===== src/rtl/fourstate_step_driver.sv =====
// Drives a four-state pulse-counting Moore machine (codes 1->2->3->4->2...) to a requested code
// with single-cycle step pulses, then checks the fed-back code. Optional macro: FB_RESYNC_EN.
module fourstate_step_driver #(
    parameter int unsigned STEP_GAP = 1
) (
    input  logic       clock,
    input  logic       reset,
    input  logic       req_valid,
    input  logic [2:0] req_code,
    output logic       req_ready,
    output logic       step,
    input  logic [2:0] fb_code,
    output logic       done,
    output logic       resp_err,
    output logic       err,
    output logic [2:0] dbg_state
);

    // Handshake: a request transfers on a posedge where req_valid && req_ready; req_code is
    // sampled only then, and req_ready is high only while idle.
    typedef enum logic [2:0] {
        S_IDLE   = 3'd0,
        S_PULSE  = 3'd1,
        S_GAP    = 3'd2,
        S_SETTLE = 3'd3,
        S_CHECK  = 3'd4,
        S_DONE   = 3'd5
    } state_t;

    localparam logic [3:0] GAP_LEN = 4'(STEP_GAP);

    state_t     state_q, state_d;
    logic [2:0] model_q, model_d;
    logic [2:0] target_q, target_d;
    logic [1:0] pulse_cnt_q, pulse_cnt_d;
    logic [3:0] gap_cnt_q, gap_cnt_d;
    logic       resp_err_q, resp_err_d;
    logic       err_q, err_d;
`ifdef FB_RESYNC_EN
    logic       resync_q, resync_d;
`endif

    // Code 1 is only the power-on state; once left it can never be re-entered.
    function automatic logic reachable(input logic [2:0] m, input logic [2:0] t);
        return (t >= 3'd1) && (t <= 3'd4) && !((t == 3'd1) && (m != 3'd1));
    endfunction

    function automatic logic [1:0] steps_to(input logic [2:0] m, input logic [2:0] t);
        logic [1:0] n;
        if (t == m)          n = 2'd0;
        else if (m == 3'd1)  n = 2'(t - 3'd1);
        else if (t < m)      n = 2'(t - m + 3'd3);
        else                 n = 2'(t - m);
        return n;
    endfunction

    always_ff @(posedge clock or negedge reset) begin
        if (!reset) begin
            state_q     <= S_IDLE;
            model_q     <= 3'd1;
            target_q    <= 3'd1;
            pulse_cnt_q <= 2'd0;
            gap_cnt_q   <= 4'd0;
            resp_err_q  <= 1'b0;
            err_q       <= 1'b0;
`ifdef FB_RESYNC_EN
            resync_q    <= 1'b0;
`endif
        end else begin
            state_q     <= state_d;
            model_q     <= model_d;
            target_q    <= target_d;
            pulse_cnt_q <= pulse_cnt_d;
            gap_cnt_q   <= gap_cnt_d;
            resp_err_q  <= resp_err_d;
            err_q       <= err_d;
`ifdef FB_RESYNC_EN
            resync_q    <= resync_d;
`endif
        end
    end

    always_comb begin
        state_d     = state_q;
        model_d     = model_q;
        target_d    = target_q;
        pulse_cnt_d = pulse_cnt_q;
        gap_cnt_d   = gap_cnt_q;
        resp_err_d  = resp_err_q;
        err_d       = err_q;
`ifdef FB_RESYNC_EN
        resync_d    = resync_q;
`endif
        case (state_q)
            S_IDLE: begin
                if (req_valid) begin
                    target_d = req_code;
`ifdef FB_RESYNC_EN
                    resync_d = 1'b0;
`endif
                    if (!reachable(model_q, req_code)) begin
                        resp_err_d = 1'b1;
                        err_d      = 1'b1;
                        state_d    = S_DONE;
                    end else if (steps_to(model_q, req_code) == 2'd0) begin
                        state_d = S_CHECK;
                    end else begin
                        pulse_cnt_d = steps_to(model_q, req_code);
                        state_d     = S_PULSE;
                    end
                end
            end
            S_PULSE: begin
                model_d     = (model_q == 3'd4) ? 3'd2 : model_q + 3'd1;
                pulse_cnt_d = pulse_cnt_q - 2'd1;
                if (GAP_LEN != 4'd0) begin
                    gap_cnt_d = GAP_LEN - 4'd1;
                    state_d   = S_GAP;
                end else if (pulse_cnt_q != 2'd1) begin
                    state_d = S_PULSE;
                end else begin
                    state_d = S_SETTLE;
                end
            end
            S_GAP: begin
                if (gap_cnt_q != 4'd0) begin
                    gap_cnt_d = gap_cnt_q - 4'd1;
                end else begin
                    state_d = (pulse_cnt_q != 2'd0) ? S_PULSE : S_SETTLE;
                end
            end
            S_SETTLE: state_d = S_CHECK;
            S_CHECK: begin
                if (fb_code == model_q) begin
                    resp_err_d = 1'b0;
                    state_d    = S_DONE;
                end else begin
                    resp_err_d = 1'b1;
                    err_d      = 1'b1;
                    state_d    = S_DONE;
`ifdef FB_RESYNC_EN
                    // One chance per request to trust the machine and re-aim from where it really is.
                    if (!resync_q && fb_code >= 3'd1 && fb_code <= 3'd4) begin
                        resync_d = 1'b1;
                        model_d  = fb_code;
                        if (reachable(fb_code, target_q)) begin
                            resp_err_d  = 1'b0;
                            err_d       = err_q;
                            pulse_cnt_d = steps_to(fb_code, target_q);
                            state_d     = (steps_to(fb_code, target_q) == 2'd0) ? S_CHECK : S_PULSE;
                        end
                    end
`endif
                end
            end
            S_DONE:  state_d = S_IDLE;
            default: state_d = S_IDLE;
        endcase
    end

    always_comb begin
        req_ready = (state_q == S_IDLE);
        step      = (state_q == S_PULSE);
        done      = (state_q == S_DONE);
        resp_err  = resp_err_q;
        err       = err_q;
        dbg_state = state_q;
    end

endmodule


===== config.mk =====
export PLATFORM = sky130hd
export DESIGN_NAME = fourstate_step_driver
export DESIGN_NICKNAME = d
export VERILOG_FILES = /design/src/rtl/fourstate_step_driver.sv
export SDC_FILE = /design/constraint.sdc
export NUM_CORES = 1
export LEC_CHECK = 0
export CAP_MARGIN = 20
export CORE_UTILIZATION = 38
export CTS_CLUSTER_SIZE = 14
export DETAILED_ROUTE_END_ITERATION = 10
export PLACE_DENSITY = 0.64
export SLEW_MARGIN = 20
export SYNTH_ARGS = -nofsm -noshare
export SYNTH_HDL_FRONTEND = slang
export SYNTH_SLANG_ARGS = --single-unit

===== constraint.sdc =====
create_clock -name clock -period 6 [get_ports clock]
set_input_delay 0.9 -clock clock [delete_from_list [all_inputs] [get_ports clock]]
set_output_delay 0.9 -clock clock [all_outputs]
set_load 0.005 [all_outputs]

After elaboration in Yosys (flattened, before gate mapping):

Index checks and enable logic that the tools add are counted.

* word-level logic and storage cells: 74
* output and inout port bits: 8
* bits in registers: 14

* equality and inequality tests: 18
* add/subtract/negate cells: 6
* order comparisons: 3
* mux-type cells: 25
* reduce and logical (&&, ||, !) cells: 16

Operators with widths (number)
* 2-to-1 mux 2 bit: 10
* 2-to-1 mux 3 bit: 5
* one-hot mux 3 bit (5 select lines): 1
* != test 2 bit (second input constant): 6
* == test 3 x 1 -> 1 bit (second input constant): 3
* == test 3 bit (second input constant): 3
* one-hot mux 4 bit (2 select lines): 1
* AND reduction 4 bit: 2
* nonzero test 2 bit: 4
* == test 3 x 2 -> 1 bit (second input constant): 2
* == test 3 bit: 2
* 2-to-1 mux 1 bit: 4
* 2-to-1 mux 4 bit: 1
* one-hot mux 1 bit (2 select lines): 2
* one-hot mux 2 bit (2 select lines): 1
* AND reduction 2 bit: 2
* nonzero test 4 bit: 1
* subtractor 2 x 1 -> 2 bit (second input constant): 2
* subtractor 4 x 1 -> 4 bit (second input constant): 1
* adder 3 x 1 -> 3 bit (second input constant): 1
* >= comparator 3 x 1 -> 1 bit (second input constant): 1
* less-or-equal comparator 3 bit (second input constant): 1
* logical AND 1 bit: 3
* zero test 3 bit: 1
* other kinds (8): 8

Logic depth before layout (Yosys ltp):

Gate-level depths: netlist of the first run.

* depth after elaboration: 13
* mapped depth: 8
* depth with buffers taken out: 7

Worst setup path after synthesis of the first run:

No wires, ideal clock.

* path type: input to register
* start point: in req_code[0]
* end point: reg pulse_cnt_q[1]
* setup slack: 3.518 ns
* arrival: 2.357 ns
* data required time: 5.875 ns
* library setup time: 0.125 ns
* path buffers: 0
* stages on the path: 7
* cells stage by stage: inv_1 -> ha_1 -> nor2b_1 -> a21boi_0 -> a21o_1 -> o311ai_2 -> mux2_4

* longest elaborated chain between the ends: 11
* elaborated cells between the ends (all ways): 26
* classes of those cells: add/sub (3); order compare (3); eq/ne (4); mux (10); reduce/logical (6)

RTL lines
* start: declaration: line 9 `input logic [2:0] req_code,`
* subtractor 2 bit: line 52, 53
* adder 2 bit: line 52 `else if (t < m) n = 2'(t - m + 3'd3);`
* 2-to-1 mux 2 bit: line 52
* 2-to-1 mux 2 bit: line 51 `else if (m == 3'd1) n = 2'(t - 3'd1);`
* 2-to-1 mux 2 bit: line 50 `if (t == m) n = 2'd0;`
* 2-to-1 mux 2 bit: line 101 `if (!reachable(model_q, req_code)) begin`
* 2-to-1 mux 2 bit: line 96 `if (req_valid) begin`
* 2-to-1 mux 2 bit: line 94 `case (state_q)`
* zero test 2 bit: line 105 `end else if (steps_to(model_q, req_code) == 2'd0) begin`
* != test 2 bit (no source line)
* AND reduction 4 bit (no source line)
* end signal: assignment: line 73 `pulse_cnt_q <= pulse_cnt_d;`
* end: declaration: line 35 `logic [1:0] pulse_cnt_q, pulse_cnt_d;`

Several ways; a longest one is shown, not always the timed one. The select of a mux whose other input is x is not followed.
A chain may end at the register's enable or synchronous reset.

Worst setup path after layout of the first run:

* start point: reg state_q[1] (netlist: dbg_state[1])
* end point: out step

* longest elaborated chain between the ends: 1

RTL lines
* start: declaration: line 32 `state_t state_q, state_d;`
* start signal: assignment: line 70 `state_q <= state_d;`
* == test 3 x 1 -> 1 bit: line 163 `step = (state_q == S_PULSE);`
* end: declaration: line 11 `output logic step,`

Every way passes these cells.

==> results_dict.tcl, run 1 <==
set metrics [dict create \
    setup_viol 0 \
    maxSlewViolCount 0 \
    die_w_um 55.65 \
    drc 0 \
    cp.arrival_ps 2100 \
    placementRows 19 \
    fin_skew_ps 3.497 \
    critical_path_class "reg -> out" \
    synthSimpleGateAreaFrac 0.1659 \
    ys_seq_area_frac 0.3215 \
    p_comb_frac 0.582 \
    synth.distinct_cells 39 \
    hold_buffers 0 \
    synth-edff-count 0 \
    synthMuxAreaShare 0.01373 \
    critPathSlowestCell "clkdlybuf4s50_1" \
    drive_above_1_share 0.1014 \
    rsz0062_at_grt "false" \
    area_growth_pct 20.14 \
    endpoint_kind "output pin" \
    status "finished, final reports clean" \
    grt_antenna_before_repair 0 \
    setup_tns_ps 0 \
    place_ws_ps 2758 \
    critPathMaxStageDelay_ps 540 \
    power.share.switching 0.4284 \
    via_per_inst 5.592 \
    io_buffers 16 \
    holdPathStages 1 \
    synth_most_common_cell "inv_1" \
    wl_per_cell_um 13.75 \
    ys_ff_latch 14 \
    die_y_um 55.65 \
    worstPathMaxFanout 8 \
    ctsResizeCount 0 \
    place_congestion 0.7385 \
    grt_overflow 0 \
    finalHoldViolations 0 \
    hold_path_class "reg -> reg" \
    ant_nets 0 \
    ys_top_cells_by_count "inv_1, dfrtp_1, ha_1" \
    pin_count 17 \
    finalWirelength_um 2324 \
    clk-insertion-delay-late_ps 280 \
    ir_drop_mv 0.2152 \
    drtIter0Drc 19 \
    clkTransAtPathRegs_ps 90 \
    synth_flop_cell "dfrtp_1" \
    yosys-top-cells-area "dfrtp_1, ha_1, inv_1" \
    powerDensity_nw_per_um2 437.2 \
    placed_area_sq_um 1277 \
    relSlewSlack 0.5666 \
    cap_violations 0 \
    async_reset_ff_frac 1.000 \
    synth_cells 120 \
    track_usage 0.1625 \
    yosysWarningCount 0 \
    synth_xor_area_frac 0.04805 \
    cts_buffer_depth 2 \
    clockPowerShare 0.123 \
    fmax_mhz 333.6 \
    fin_crit_sh 0.4995 \
    worst_pin_slew_ps 648.0 \
    diodes 0 \
    cts_setup_buffers 0 \
    start_util 0.4000 \
    fin_ws_ps 3003 \
    p_int_mw 0.3283 \
    synthesis.nets 140 \
    layout.nets 159 \
    yosysTopAreaCell "dfrtp_1" \
    vias 945 \
    synth_compound_area_frac 0.2597 \
    htree_levels 1 \
    clock-sinks 14 \
    rr_worst_depth 6 \
    total_power_mw 0.5744 \
    drtPass1Iterations 4 \
    grt_pass1_vias 940 \
    n_fill_cell 265 \
    grt_start_max_net_pins 15 \
    post-route-min-period_ps 2997 \
    cts_root_buf "clkbuf_4" \
    place.detailed.hpwl_um 1885 \
    syn_area_per_cell_sq_um 9.113 \
    netlist_area_sq_um 1094 \
    pwr-share-seq 0.296 \
    die_area_sq_um 3096 \
    yosysTopAreaCellShare 0.2975 \
    path_cells "nor2_1, nand2_1, inv_1, clkdlybuf4s50_1" \
    core_region_area_sq_um 2734 \
    synthAdderAreaFrac 0.1259 \
    start_kind "flop" \
    power.switching_mw 0.2461 \
    synth_top_family_by_area "compound AO/OA/AOI/OAI gates" \
    cts_buffers 3 \
    final_area_sq_um 1314 \
    p_leak_nw 0.5863 \
    worst_ep_required_time_ps 5100 \
    cts_tree "built" \
    grt_pass1_wl_um 4029 \
]
-- final cells by class --
class,instances,area [sq um],share of cell area
inverter,15,56.30,0.04286
clock buffer,4,36.28,0.02762
sequential,14,351.6,0.2676
multi-input combinational,89,670.6,0.5105
tap,31,38.79,0.02952
timing repair buffer,16,160.2,0.1219
-- through the flow --
step	hold slack (ps)	std cells	util
after global routing	528.2	169	0.4805
final	502.1	169	0.4805
after floorplan	456.1	120	-
after CTS	505.6	169	0.4805
after global placement	470.2	165	0.4673
after detailed placement	483.6	165	0.4673
-- power groups by stage --
stage	clock, mW	sequential [mW]	combinational [mW]
after floorplan	0	0.151	0.255
after global placement	0	0.171	0.326
after detailed placement	0	0.172	0.337
after CTS	0.0703	0.170	0.338
after global routing	0.0761	0.174	0.378
final	0.0705	0.170	0.334
-- worst max-delay path, delay by kind of cell (launching register included) --
| kind | cells | cell delay (ps) |
|---|---|---|
| simple gates | 2 | 550 |
| flops | 1 | 470 |
| buf+inv | 2 | 780 |
-- layer usage --
metal	routed length [um]	share of wire	GRT usage
met4	42	0.018	0.06786
met3	40	0.017	0.02093
met2	1208	0.52	0.2892
met1	1033	0.44	0.1962
met5	0	0	0
-- placed cells by master (no fill, tap or decap), types with 2 or more instances in the layout --
cell type        netlist  layout
a211o_1                2       2
a211oi_1               3       3
a21oi_1                5       5
and2b_2                2       2
clkbuf_4               0       3
clkdlybuf4s50_1        0      16
dfrtp_1               13      13
ha_1                  11      11
inv_1                 15      15
nand2_1                7       7
nand3_1                3       3
nor2_1                10      10
nor2b_1                4       4
nor4_1                 3       3
o211ai_1               2       2
o21ai_0                8       8
o21bai_1               2       2
o22ai_1                2       2
o2bb2ai_1              2       2
xnor2_1                3       3
xor2_1                 3       3
-- sequential cells by signal, summed over array words and instances, names as in the netlist --
name,flops
model_q,3
gap_cnt_q,4
dbg_state,3
err,1
pulse_cnt_q,2
resp_err,1
-- final timing paths --
check	end	start	slack [ps]
worst min register to register	err	err	500
worst max-delay path	step	dbg_state[1]	3000
max in group asynchronous	gap_cnt_q[3]	reset	4580
min in group asynchronous	gap_cnt_q[1]	reset	1000
worst min-delay path	err	err	500
worst max register to register	pulse_cnt_q[1]	model_q[0]	3830
-- cell families (layout without fill, tap and decap cells) --
logic type | Yosys count | in the layout
xor+xnor | 6 | 6
buf+inv | 17 | 35
fa+ha+maj | 11 | 11
simple gates | 34 | 34
mux | 1 | 1
compound gates | 37 | 37
flops | 14 | 14
(Power assumes the default switching activity.)
==> run 2, diff against run 1 <==
--- a/config.mk
+++ b/config.mk
@@ -9,7 +9,7 @@
 export CORE_UTILIZATION = 38
 export CTS_CLUSTER_SIZE = 14
 export DETAILED_ROUTE_END_ITERATION = 10
-export PLACE_DENSITY = 0.64
+export PLACE_DENSITY = 0.66
 export SLEW_MARGIN = 20
 export SYNTH_ARGS = -nofsm -noshare
 export SYNTH_HDL_FRONTEND = slang
==> constraint.sdc (replaced) <==
create_clock -name clock -period 2.65 [get_ports clock]
set_input_delay 0.3975 -clock clock [delete_from_list [all_inputs] [get_ports clock]]
set_output_delay 0.3975 -clock clock [all_outputs]
set_load 0.005 [all_outputs]
==> run 2 against run 1 <==
  * Combinational power grew 130%
  * Worst setup slack lost 2700 ps
  * Global-route usage grew 0.74 points
  * First-iteration DRC count grew 140%
  * Non-clock buffer count grew 2
  * Critical path depth grew 4
  * Sequential power grew 130%
  * Die area is the same
  * Power grew 130%
  * Register-to-register slack lost 3400 ps
  * Sequential cell count is the same
  * Clock-buffer cell count is the same
==> results_dict.tcl, run 2 (same netlist as run 1, synthesis figures left out) <==
set metrics [dict create \
    place_congestion 0.7895 \
    grt_antenna_before_repair 0 \
    rsz0062_at_grt "false" \
    setup_viol 0 \
    clk-insertion-delay-late_ps 280 \
    wl_per_cell_um 13.62 \
    post-route-min-period_ps 2339 \
    critPathSlowestCell "clkdlybuf4s50_1" \
    place.detailed.hpwl_um 1868 \
    p_leak_nw 0.5963 \
    die_y_um 55.65 \
    final_area_sq_um 1329 \
    cts_buffers 3 \
    top_register "gap_cnt_q" \
    largest_reg_flops 4 \
    area_growth_pct 21.51 \
    grt_pass1_vias 923 \
    path_delay_family "compound AO/OA/AOI/OAI gates" \
    ir_drop_mv 0.6022 \
    ant_nets 0 \
    clkTransAtPathRegs_ps 90 \
    grt_overflow 0 \
    hold_path_class "reg -> reg" \
    via_per_inst 5.520 \
    endpoint_kind "flop" \
    pin_count 17 \
    vias 944 \
    io_buffers 16 \
    worst_pin_slew_ps 654.0 \
    die_w_um 55.65 \
    cts_setup_buffers 0 \
    mostFrequentLayoutCell "clkdlybuf4s50_1" \
    placementRows 19 \
    drive_above_1_share 0.1143 \
    track_usage 0.1699 \
    layout.nets 161 \
    placed_area_sq_um 1292 \
    start_util 0.4000 \
    die_area_sq_um 3096 \
    cap_violations 0 \
    relSlewSlack 0.5627 \
    cp.arrival_ps 2510 \
    path_depth 8 \
    worstReg2RegEnd "pulse_cnt_q[1]" \
    rr_worst_depth 6 \
    finalHoldViolations 0 \
    critPathMaxStageDelay_ps 490 \
    mostFrequentLayoutCells "clkdlybuf4s50_1, inv_1, dfrtp_1" \
    core_region_area_sq_um 2734 \
    worstPathMaxFanout 4 \
    fin_skew_ps 3.279 \
    htree_levels 1 \
    clock-sinks 14 \
    status "finished, final reports clean" \
    endpoint "pulse_cnt_q[1]" \
    cts_buffer_depth 2 \
    critical_path_class "in -> reg" \
    setup_tns_ps 0 \
    fmax_mhz 427.5 \
    crit_start "req_code[0]" \
    fin_crit_sh 0.8828 \
    r2r_slack_ps 450 \
    drc 0 \
    powerDensity_nw_per_um2 981.4 \
    ctsResizeCount 0 \
    fin_util 0.4860 \
    hold_buffers 0 \
    hold_slack_ps 487.9 \
    finalWirelength_um 2329 \
    maxSlewViolCount 0 \
    worst_ep_required_time_ps 2820 \
    cts_tree "built" \
    start_kind "input port" \
    cp.buffers_inverters 2 \
    grt_start_max_net_pins 15 \
    grt_pass1_wl_um 4153 \
    reg2reg_from "model_q[0]" \
    drtIter0Drc 45 \
    path_cells "clkdlybuf4s50_1, inv_1, ha_1, nor2b_1, a21boi_0, a21o_1, o311ai_2, mux2_4" \
    drtPass1Iterations 4 \
    diodes 0 \
    cts_root_buf "clkbuf_4" \
]
==> run 2: report_power, final <==
part	switching (mW)	internal, mW
registers	0.103	0.284
logic	0.378	0.386
clock network	0.0698	0.0835
total	0.550	0.754
==> run 2: per-stage QoR <==
stage	power (mW)	cells	setup WS [ps]
4_1_cts	1.318	171	302.9
6_report	1.304	171	310.6
3_3_place_gp	1.136	167	90.60
3_5_place_dp	1.159	167	7.910
5_1_grt	1.449	171	157.3
2_1_floorplan	0.9187	120	629.1
==> run 2: worst min-delay path by stage <==
stage          cells past startpoint      from  slack, ps      endpoint
6_report                           1       err        490           err
4_1_cts                            1       err        500           err
2_1_floorplan                      0     reset        100  dbg_state[0]
3_5_place_dp                       1       err        480           err
3_3_place_gp                       1       err        470           err
5_1_grt                            2  resp_err        530      resp_err
==> run 2: final cells by class <==
class,count,area [sq um]
flip-flops and latches,14,351.6
multi-input cells,89,670.6
inverters,15,56.30
clock buffers,4,36.28
repair buffers,18,175.2
fillers,268,1405
well taps,31,38.79
==> run 2: worst reg2reg max path: cells and delay by family, from the launching register on <==
| family | cells | cell delay [ps] |
|---|---|---|
| mux | 1 | 330 |
| compound gates | 2 | 530 |
| fa+ha+maj | 1 | 280 |
| flops | 1 | 610 |
| simple gates | 2 | 350 |
==> run 2: metal layers <==
metal | GRT usage | vias up | wire length [um]
li1 | - | 465 | -
met1 | 0.2124 | 458 | 1013
met2 | 0.2978 | 17 | 1239
met3 | 0.02093 | 4 | 46
met4 | 0.06429 | 0 | 29
met5 | 0 | - | 0
